==> src/rtl/mesh_chain.sv <==
// Linear mesh of STAGES switches with an elastic valid/ready token pipeline
// and a drain-then-load serial config chain. Optional macro: MESH_CHAIN_SAT_EN.
module mesh_chain #(
  parameter int STAGES = 4,
  parameter int WIDTH  = 32
) (
  input  logic                    clk,
  input  logic                    reset,
  input  logic                    load_req,
  input  logic                    cfg_valid,
  input  logic [WIDTH+2:0]        cfg_data,
  output logic                    cfg_ready,
  output logic                    cfg_done,
  output logic                    busy,
  input  logic                    in_valid,
  input  logic [WIDTH-1:0]        in_data,
  output logic                    in_ready,
  input  logic [STAGES*WIDTH-1:0] lane_data,
  output logic                    out_valid,
  output logic [WIDTH-1:0]        out_data,
  input  logic                    out_ready
);

  localparam int CW   = WIDTH + 3;
  localparam int CNTW = $clog2(STAGES + 1);

  typedef enum logic [1:0] {
    RUN,
    DRAIN,
    LOAD
  } state_t;

  state_t            state;
  logic [CNTW-1:0]   cnt;
  logic [CW-1:0]     cfg_q   [STAGES];
  logic [WIDTH-1:0]  data_q  [STAGES];
  logic [STAGES-1:0] valid_q;

  logic [STAGES-1:0] stage_ready;
  logic [STAGES-1:0] feed_valid;
  logic [WIDTH-1:0]  feed_data [STAGES];
  logic [WIDTH-1:0]  result    [STAGES];
  logic [STAGES-1:0] low_mask;
  logic              in_fire;
  logic              cfg_fire;

  function automatic logic [WIDTH-1:0] alu(
    input logic [CW-1:0]    c,
    input logic [WIDTH-1:0] a,
    input logic [WIDTH-1:0] lane
  );
    logic [WIDTH-1:0] b;
    logic [WIDTH:0]   s;
    logic [WIDTH-1:0] r;
    b = c[WIDTH] ? lane : c[WIDTH-1:0];
    s = '0;
    r = a;
    unique case (c[CW-1:CW-2])
      2'b00: r = a;
      2'b01: begin
        s = {1'b0, a} + {1'b0, b};
`ifdef MESH_CHAIN_SAT_EN
        r = s[WIDTH] ? '1 : s[WIDTH-1:0];
`else
        r = s[WIDTH-1:0];
`endif
      end
      2'b10: begin
        s = {1'b0, a} - {1'b0, b};
`ifdef MESH_CHAIN_SAT_EN
        r = s[WIDTH] ? '0 : s[WIDTH-1:0];
`else
        r = s[WIDTH-1:0];
`endif
      end
      2'b11: r = a ^ b;
    endcase
    return r;
  endfunction

  // Stage i can load when any stage from i to the tail has room,
  // expressed without a combinational chain through stage_ready.
  always_comb begin
    stage_ready = '0;
    low_mask    = '0;
    for (int i = 0; i < STAGES; i++) begin
      low_mask       = (STAGES)'(((STAGES+1)'(1) << i) - 1'b1);
      stage_ready[i] = out_ready || !(&(valid_q | low_mask));
    end
  end

  assign in_ready = (state == RUN) && !load_req && stage_ready[0];
  assign in_fire  = in_valid && in_ready;
  assign cfg_ready = (state == LOAD);
  assign cfg_fire  = cfg_valid && cfg_ready;
  assign busy      = (state != RUN);
  assign out_valid = valid_q[STAGES-1];
  assign out_data  = data_q[STAGES-1];

  always_comb begin
    feed_valid = '0;
    for (int i = 0; i < STAGES; i++) begin
      feed_data[i] = '0;
      result[i]    = '0;
    end
    feed_valid[0] = in_fire;
    feed_data[0]  = in_data;
    for (int i = 1; i < STAGES; i++) begin
      feed_valid[i] = valid_q[i-1];
      feed_data[i]  = data_q[i-1];
    end
    for (int i = 0; i < STAGES; i++)
      result[i] = alu(cfg_q[i], feed_data[i], lane_data[i*WIDTH +: WIDTH]);
  end

  always_ff @(posedge clk or posedge reset) begin
    if (reset) begin
      valid_q <= '0;
      for (int i = 0; i < STAGES; i++) data_q[i] <= '0;
    end else begin
      for (int i = 0; i < STAGES; i++) begin
        if (stage_ready[i]) begin
          valid_q[i] <= feed_valid[i];
          if (feed_valid[i]) data_q[i] <= result[i];
        end
      end
    end
  end

  always_ff @(posedge clk or posedge reset) begin
    if (reset) begin
      state    <= RUN;
      cnt      <= '0;
      cfg_done <= 1'b0;
      for (int i = 0; i < STAGES; i++) cfg_q[i] <= '0;
    end else begin
      cfg_done <= 1'b0;
      unique case (state)
        RUN: if (load_req) state <= DRAIN;
        DRAIN: if (valid_q == '0) state <= LOAD;
        LOAD: begin
          if (cfg_fire) begin
            for (int k = STAGES - 1; k > 0; k--) cfg_q[k] <= cfg_q[k-1];
            cfg_q[0] <= cfg_data;
            if (cnt == CNTW'(STAGES - 1)) begin
              cnt      <= '0;
              cfg_done <= 1'b1;
              state    <= RUN;
            end else begin
              cnt <= cnt + 1'b1;
            end
          end
        end
        default: state <= RUN;
      endcase
    end
  end

endmodule

==> config.mk <==
export PLATFORM = sky130hd
export DESIGN_NAME = mesh_chain
export DESIGN_NICKNAME = d
export VERILOG_FILES = /design/src/rtl/mesh_chain.sv
export SDC_FILE = /design/constraint.sdc
export NUM_CORES = 1
export LEC_CHECK = 0
export ABC_AREA = 1
export BUFFER_PORTS_ARGS = -buffer_cell sky130_fd_sc_hd__buf_2
export CAP_MARGIN = 40
export CORE_MARGIN = 10
export CORE_UTILIZATION = 55
export DETAILED_ROUTE_END_ITERATION = 8
export MAX_ROUTING_LAYER = met4
export PLACE_DENSITY = 0.74
export SYNTH_ARGS = -nofsm -noshare
export SYNTH_HDL_FRONTEND = slang
export SYNTH_SLANG_ARGS = --single-unit
==> constraint.sdc <==
create_clock -name clk -period 12.46 [get_ports clk]
set_clock_uncertainty 0.15 [all_clocks]
set_input_delay 1.869 -clock clk [delete_from_list [all_inputs] [get_ports clk]]
set_output_delay 1.869 -clock clk [all_outputs]
set_load 0.02 [all_outputs]
After elaboration in Yosys (flattened, before gate mapping) --
Index checks and enable logic that the tools add are counted.
Word-level totals: bits in registers 278, input bits 201, output and inout bits 37, word-level logic and storage cells 93
Operators by class: add/subtract/negate cells 9, equal/unequal tests 19, muxes and demuxes 17, bitwise operators 4, reduce and logical (&&, ||, !) cells 29
Operators by type and width (count):
- case mux 32 bit (4 select lines) | 4
- adder 32 bit | 4
- two-way mux 32 bit | 4
- subtractor 32 bit | 4
- bitwise XOR 32 bit | 4
- == test 2 bit (second input constant) | 9
- AND reduction 2 bit | 6
- == test 2 x 1 -> 1 bit (second input constant) | 5
- zero test 2 bit | 5
- two-way mux 2 bit | 4
- AND reduction 4 bit | 2
- case mux 2 bit (3 select lines) | 1
- zero test 1 bit | 5
- logical AND 1 bit | 4
- zero test 4 bit | 1
- logical OR 1 bit | 4
- != test 2 x 1 -> 1 bit (second input constant) | 2
- != test 2 bit (second input constant) | 2
- adder 3 x 1 -> 3 bit (second input constant) | 1
- == test 3 x 2 -> 1 bit (second input constant) | 1
- two-way mux 1 bit | 3
- two-way mux 3 bit | 1
- AND reduction 3 bit | 1
- nonzero test 2 bit | 1

Longest topological paths before layout --
Gate-level depths: netlist (run 1).
word-level depth 6, mapped depth 30

Worst setup path after synthesis (run 1) --
No wires, ideal clock.
kind input port to flip-flop, start point input lane_data[65], end point register data_q[61] in the netlist's numbering, setup time 0.116 ns, arrival time 4.403 ns, setup slack 7.791 ns, stages on the path 28, cells stage by stage inv_1 > nand2_1 > o21ai_2 > ha_1 > nand3_2 > or2_4 > nor2_4 > nand2_2 > nor2_4 > nand3_2 > o21ai_2 > inv_1 > nand2_1 > nand2_1 > ha_1 > nand2_1 > nor2_1 > inv_1 > nor2_1 > inv_1 > nor3_1 > nand2_1 > nand2_1 > nand2_1 > nand3_1 > nand3_1 > nand2_1 > nand2_1
On the way: cells in the longest elaborated chain, start to end 3, elaborated cells on any way between the ends 4, classes of those cells add/sub (2); mux (2)
RTL lines:
- from (decl) | RTL line 18 | input logic [STAGES*WIDTH-1:0] lane_data,
- two-way mux 32 bit * | RTL line 55 | b = c[WIDTH] ? lane : c[WIDTH-1:0];
- subtractor 32 bit or adder 32 bit (tied branches) | RTL line 69, 61
- case mux 32 bit (4 select lines) * | RTL line 58 | unique case (c[CW-1:CW-2])
- to (signal, indexed assignment) | RTL line 124 | if (feed_valid[i]) data_q[i] <= result[i];
- to (decl) | RTL line 36 | logic [WIDTH-1:0] data_q [STAGES];
Every way passes the cells marked *; elsewhere a longest branch is shown, timed or not. A chain may end at the register's enable or synchronous reset.

Worst setup path after layout (run 1) --
start point input lane_data[97], end point register data_q (netlist bit out_data[19])
The elaborated chain is that of the path after synthesis.

==> metrics.yaml, run 1 <==
path_clk_slew_ns: 0.06
grt_antenna_before_repair: 3
yosysMostFrequentCell: "nand2_1"
htree_levels: 2
max_freq_mhz: 188.7
routabilityCongestion: 1.095
setup_ws_ns: 7.160
period_share_pct: 42.53
cts_setup_buffers: 0
synth_compound_area_share_pct: 17.09
finalNetCount: 4987
crit_required_ns: 12.74
vias_per_cell: 5.782
grt.overflow.total: 0
synth.top_cell.area_share_pct: 25.30
dieArea_sq_um: 59330
cts.repair.resized: 0
cts-root-buf: "clkbuf_16"
cts_tree: "yes"
cts.sinks: 278
ioPinCount: 238
synth-edff-count: 0
highest_layer: "met4"
start_kind: "primary input"
relSlewSlack_pct: 37.98
met3_length_um: 10830
synth-adder-area-share_pct: 6.708
yosysUniqueCellTypes: 52
syn_area_per_cell_sq_um: 6.095
ant_nets: 0
synth_top_family_by_area: "simple AND/OR/NAND/NOR gates"
layout-drive-gt1-share_pct: 9.670
drt_pass1_iterations: 8
area_growth_pct: 9.834
drc_errors: 0
async_flop_share_pct: 100.0
grt_pass1_wl_um: 168100
cts_buffer_depth: 3
tns_ns: 0
syn-num-nets: 4857
grt_start_max_net_pins: 161
initial_core_util_pct: 55.93
worst_slew_pin_slew_ns: 0.9304
yosys-mux-area-fraction_pct: 2.949
finalSetupViolations: 0
hpwl_um: 90080
yosys_most_used_dff: "dfrtp_1"
netlist_instances: 4511
wirelength_um: 112500
yosysWarnings: 0
critPathKind: "in2reg"
hp-class: "reg2reg"
insertion_delay_ns: 0.57
routedWlPerCell_um: 21.10
arrival_ns: 5.58
netlist_area_sq_um: 27490
yosys.area_share.simple_pct: 33.82
vias: 30840
die_w_um: 243.6
rsz0062_at_grt: "false"
grt_pass1_vias: 28040
met2_wirelength_um: 49510
ys_ff_latch: 278
port_buffers: 237
max_cap_viol_count: 0
ys_top_cells_by_count: "1466 x nand2_1, 517 x inv_1, 487 x nor2_1"
rows: 81
hold_viol: 0
synthTopCellsByArea: "dfrtp_1 25%, nand2_1 20%, inv_1 7.1%, a21oi_1 7.0%, o21ai_0 6.8%"
synth-xor-area-share_pct: 3.823
cp-end-kind: "register"
synth_seq_area_share_pct: 25.30
synth_top_area_cell: "dfrtp_1"
drt-met1-wl_um: 45150
die_h_um: 243.6
first_iter_violations: 4142
cts_buffers: 34
fin_crit_ns: 5.300
grtUsageTotal_pct: 37.48
core_area_sq_um: 49150
critical_path.max_fanout: 6
hold_buffers: 0
maxSlewViolCount: 0
status: "complete, no violations"
preCtsSetupSlack_ns: 6.764
[per-layer routing]
metal,up-vias,track usage [%]
li1,14770,-
met1,14090,47.38
met2,1693,56.80
met3,289,5.525
met4,0,21.10
met5,-,-
[logic make-up after synthesis]
| logic type | after synthesis |
|---|---|
| flip-flops | 278 |
| adder cells (fa/ha/maj) | 145 |
| AO/OA/AOI/OAI | 887 |
| AND/OR/NAND/NOR | 2309 |
| multiplexers | 72 |
| buffers and inverters | 700 |
| XOR/XNOR | 120 |
[critical path, stage by stage]
cell	delay [ns]
buf_2	0.09
inv_1	0.04
nand2_1	0.04
nand2_1	0.19
ha_1	0.23
nand4_1	0.20
nor2_2	0.28
nand2_1	0.16
inv_1	0.14
nand2_1	0.12
o21ai_0	0.34
xor2_1	0.12
ha_1	0.38
nand2_1	0.16
nor3_1	0.49
nand2_1	0.10
nand2_1	0.09
a21oi_1	0.06
o21ai_0	0.13
nand2_1	0.08
nand2_1	0.19
nand2_1	0.07
[cells in the final DEF (no fill, tap or decap), types with 6 or more instances in the layout]
cell       netlist  routed
o221ai_1         8       8
inv_2           11      11
or2_2            6       6
ha_1           141     140
o211ai_1        10      10
nor4_1          11      11
nor2_2          10      10
nor2_1         487     487
xor2_1         102     102
inv_1          517     516
nand2_1       1466    1464
a21oi_1        384     384
o21ai_1         23      23
nand3_2          7       7
o21ai_0        374     374
nand4_1         20      20
xnor2_1         18      18
nand3_1        239     239
nand2_2          5       6
nand3b_1        14      14
o21bai_1        21      21
clkbuf_16        0      35
nor3_1          31      31
a21o_1          11      11
a31oi_1         22      22
buf_4           37      19
buf_2           17     237
a21boi_0         9       9
dfrtp_1        278     277
mux2_2          72      72
[path summary, 6_finish.rpt]
path | start | to | slack [ns] | depth (start not counted)
setup / recovery | lane_data[97] | out_data[19] | 7.16 | 22
hold / removal | out_data[15] | out_data[15] | 0.33 | 2
setup reg to reg | cfg_q[32] | out_data[19] | 7.53 | 21
hold reg to reg | out_data[15] | out_data[15] | 0.33 | 2
min in group asynchronous | reset | cfg_done | 1.29 | 2
max in group asynchronous | reset | data_q[59] | 9.46 | 3
[per-stage QoR]
stage / util, % / hold WS, ns / area, sq um / std cells
after floorplan: - / 0.2988 / 27490 / 4511
after global placement: 58.71 / 0.3091 / 28860 / 5264
after detailed placement: 58.96 / 0.3109 / 28980 / 5269
after CTS: 61.41 / 0.3271 / 30190 / 5328
after global routing: 61.43 / 0.3445 / 30190 / 5331
final: 61.44 / 0.3250 / 30200 / 5333
[state kept, by name (all words and copies together) (netlist names)]
signal and cells:
cfg_done 1, out_data 32, data_q 96, cfg_q 140, valid_q 4, state 2
cnt 3
[cell type report]
type,instances,area [sq um]
repair buffers,262,1471
clock inverters,19,269.0
diodes,5,12.51
well taps,664,830.8
inverters,532,2004
fillers,4864,18960
clock buffers,40,934.6
multi-input cells,3533,17720
flip-flops and latches,278,6958
Power of run 1 is not shown: default switching activity piles up to over one toggle a cycle in this logic, so the estimate is an artifact.
==> run 2: changes to the inputs <==
--- a/config.mk
+++ b/config.mk
@@ -12,7 +12,7 @@
 export CORE_UTILIZATION = 55
 export DETAILED_ROUTE_END_ITERATION = 8
 export MAX_ROUTING_LAYER = met4
-export PLACE_DENSITY = 0.74
+export PLACE_DENSITY = 0.77
 export SYNTH_ARGS = -nofsm -noshare
 export SYNTH_HDL_FRONTEND = slang
 export SYNTH_SLANG_ARGS = --single-unit
==> constraint.sdc (replaced) <==
create_clock -name clk -period 4.6 [get_ports clk]
set_clock_uncertainty 0.15 [all_clocks]
set_input_delay 0.69 -clock clk [delete_from_list [all_inputs] [get_ports clk]]
set_output_delay 0.69 -clock clk [all_outputs]
set_load 0.02 [all_outputs]
==> metrics.yaml, run 2 (synthesis results as in run 1) <==
mostFrequentLayoutCells: "1464 x nand2_1, 516 x inv_1, 487 x nor2_1, 384 x a21oi_1, 373 x o21ai_0"  # was 1464 x nand2_1, 516 x inv_1, 487 x nor2_1, 384 x a21oi_1, 374 x o21ai_0
layout_commonest_cell: "nand2_1"  # unchanged
rsz0062_at_grt: "false"  # unchanged
dieArea_sq_um: 59330  # unchanged
fin_cells: 5378  # was 5333
cts_buffer_depth: 3  # unchanged
cts.sinks: 278  # unchanged
grt.overflow.total: 0  # unchanged
port_buffers: 237  # unchanged
grt_antenna_before_repair: 8  # was 3
die_w_um: 243.6  # unchanged
status: "complete, no violations"  # unchanged
period_share_pct: 94.60
initial_core_util_pct: 55.93  # unchanged
cp-end-kind: "register"  # unchanged
cts_tree: "yes"  # unchanged
vias_per_cell: 5.860  # was 5.782
finalSetupViolations: 0  # unchanged
first_iter_violations: 4100  # was 4142
rows: 81  # unchanged
wirelength_um: 115600  # was 112500 um
htree_levels: 2  # unchanged
critPathKind: "reg2reg"  # was in2reg
start_kind: "register"  # was primary input
utilization_pct: 62.04  # was 61.44%
ant_nets: 0  # unchanged
finalNetCount: 5030  # was 4987
whs_ns: 0.003962  # was 0.3250 ns
drt_pass1_iterations: 7  # was 8
worst_slew_pin_slew_ns: 0.9429  # was 0.9304 ns
cts-root-buf: "clkbuf_16"  # unchanged
max_cap_viol_count: 0  # unchanged
cts_setup_buffers: 0  # unchanged
crit_slowest_cell: "nor4_1"  # was nor3_1
max_freq_mhz: 229.8
worstPathCellList: "buf_6 -> nand2_1 -> nand2_1 -> ha_1 -> nand3_1 -> nor4_1 -> nand2_1 -> xnor2_1 -> nand2_1 -> o21ai_0 -> ha_1 -> inv_1 -> nor3_1 -> a21oi_1 -> o21ai_0 -> nor2_1 -> nand2_1 -> nand2_1 -> nand3_1 -> nand2_1 -> nand2_1 -> nand2_1"  # was buf_2 -> inv_1 -> nand2_1 -> nand2_1 -> ha_1 -> nand4_1 -> nor2_2 -> nand2_1 -> inv_1 -> nand2_1 -> o21ai_0 -> xor2_1 -> ha_1 -> nand2_1 -> nor3_1 -> nand2_1 -> nand2_1 -> a21oi_1 -> o21ai_0 -> nand2_1 -> nand2_1 -> nand2_1
crit_required_ns: 4.90  # was 12.74 ns
insertion_delay_ns: 0.56  # was 0.57 ns
drc_errors: 0  # unchanged
cts_buffers: 34  # unchanged
path_clk_slew_ns: 0.06  # about the same
cp_common_cell: "nand2_1"  # unchanged
layout-drive-gt1-share_pct: 10.39  # was 9.670%
hpwl_um: 93290  # was 90080 um
routabilityCongestion: 1.107  # was 1.095
tns_ns: 0  # unchanged
ioPinCount: 238  # unchanged
largest_reg_flops: 140  # unchanged
hold_buffers: 0  # unchanged
critical_path.max_fanout: 38  # was 6
vias: 31510  # was 30840
dpl.cell_count: 5312  # was 5269
maxSlewViolCount: 0  # unchanged
relSlewSlack_pct: 37.14  # was 37.98%
max_stage_delay_ns: 0.51  # was 0.49 ns
area_growth_pct: 10.91  # was 9.834%
cts.repair.resized: 0  # unchanged
hp-class: "in2async"  # was reg2reg
regMostFlops: "cfg_q"  # unchanged
grt_start_max_net_pins: 82  # was 161
grt_pass1_vias: 28740  # was 28040
die_h_um: 243.6  # unchanged
fin_crit_ns: 4.352
arrival_ns: 4.65  # was 5.58 ns
grtUsageTotal_pct: 38.36  # was 37.48%
core_area_sq_um: 49150  # unchanged
hold_viol: 0  # unchanged
grt_pass1_wl_um: 171500  # was 168100 um
routedWlPerCell_um: 21.49  # was 21.10 um
run 2: per-layer routing:
layer	global-route usage (%)	part of all wire [%]	vias up	wire length, um
li1	-	-	14870	-
met1	47.87	39	14320	45550
met2	56.80	43	1950	49440
met3	7.330	11	378	12340
met4	23.49	7.1	0	8235
met5	-	0	-	0
run 2: per-stage QoR:
step                      area, sq um  worst slack (ns)
after floorplan                 27500           0.08066
after global placement          29260            0.3192
after detailed placement        29330            0.3587
after CTS                       30470            0.3593
after global routing            30490           0.06850
final                           30490            0.2484
run 2: worst paths after layout:
| check | startpoint | endpoint | slack (ns) | depth (start not counted) |
|---|---|---|---|---|
| setup / recovery | cfg_q[102] | data_q[94] | 0.25 | 22 |
| hold / removal | reset | valid_q[1] | 0.004 | 2 |
| setup reg to reg | cfg_q[102] | data_q[94] | 0.25 | 22 |
| hold reg to reg | out_data[24] | out_data[24] | 0.33 | 2 |
| max in group asynchronous | reset | data_q[58] | 3.29 | 4 |
| min in group clk | cfg_data[23] | cfg_q[128] | 0.20 | 2 |
run 2: worst max-delay path, delay by kind of cell, from the launching register on:
kind / cells / cell delay [ns]
AOI/OAI and AO/OA: 3 / 0.40
xor gates and xnor gates: 1 / 0.16
adders and majority gates: 2 / 0.64
buffers and inverters: 2 / 0.38
DFF: 1 / 0.45
and+or+nand+nor: 14 / 2.04
run 2: cell type report:
| type | instances | area, sq um |
|---|---|---|
| Antenna cell | 7 | 17.52 |
| Multi-Input combinational cell | 3533 | 17720 |
| Timing Repair Buffer | 305 | 1831 |
| Clock buffer | 45 | 953.4 |
| Inverter | 532 | 2001 |
| Tap cell | 664 | 830.8 |
| Fill cell | 4860 | 18660 |
| Clock inverter | 14 | 186.4 |
| Sequential cell | 278 | 6958 |
Power of run 2 is left out for the same reason.
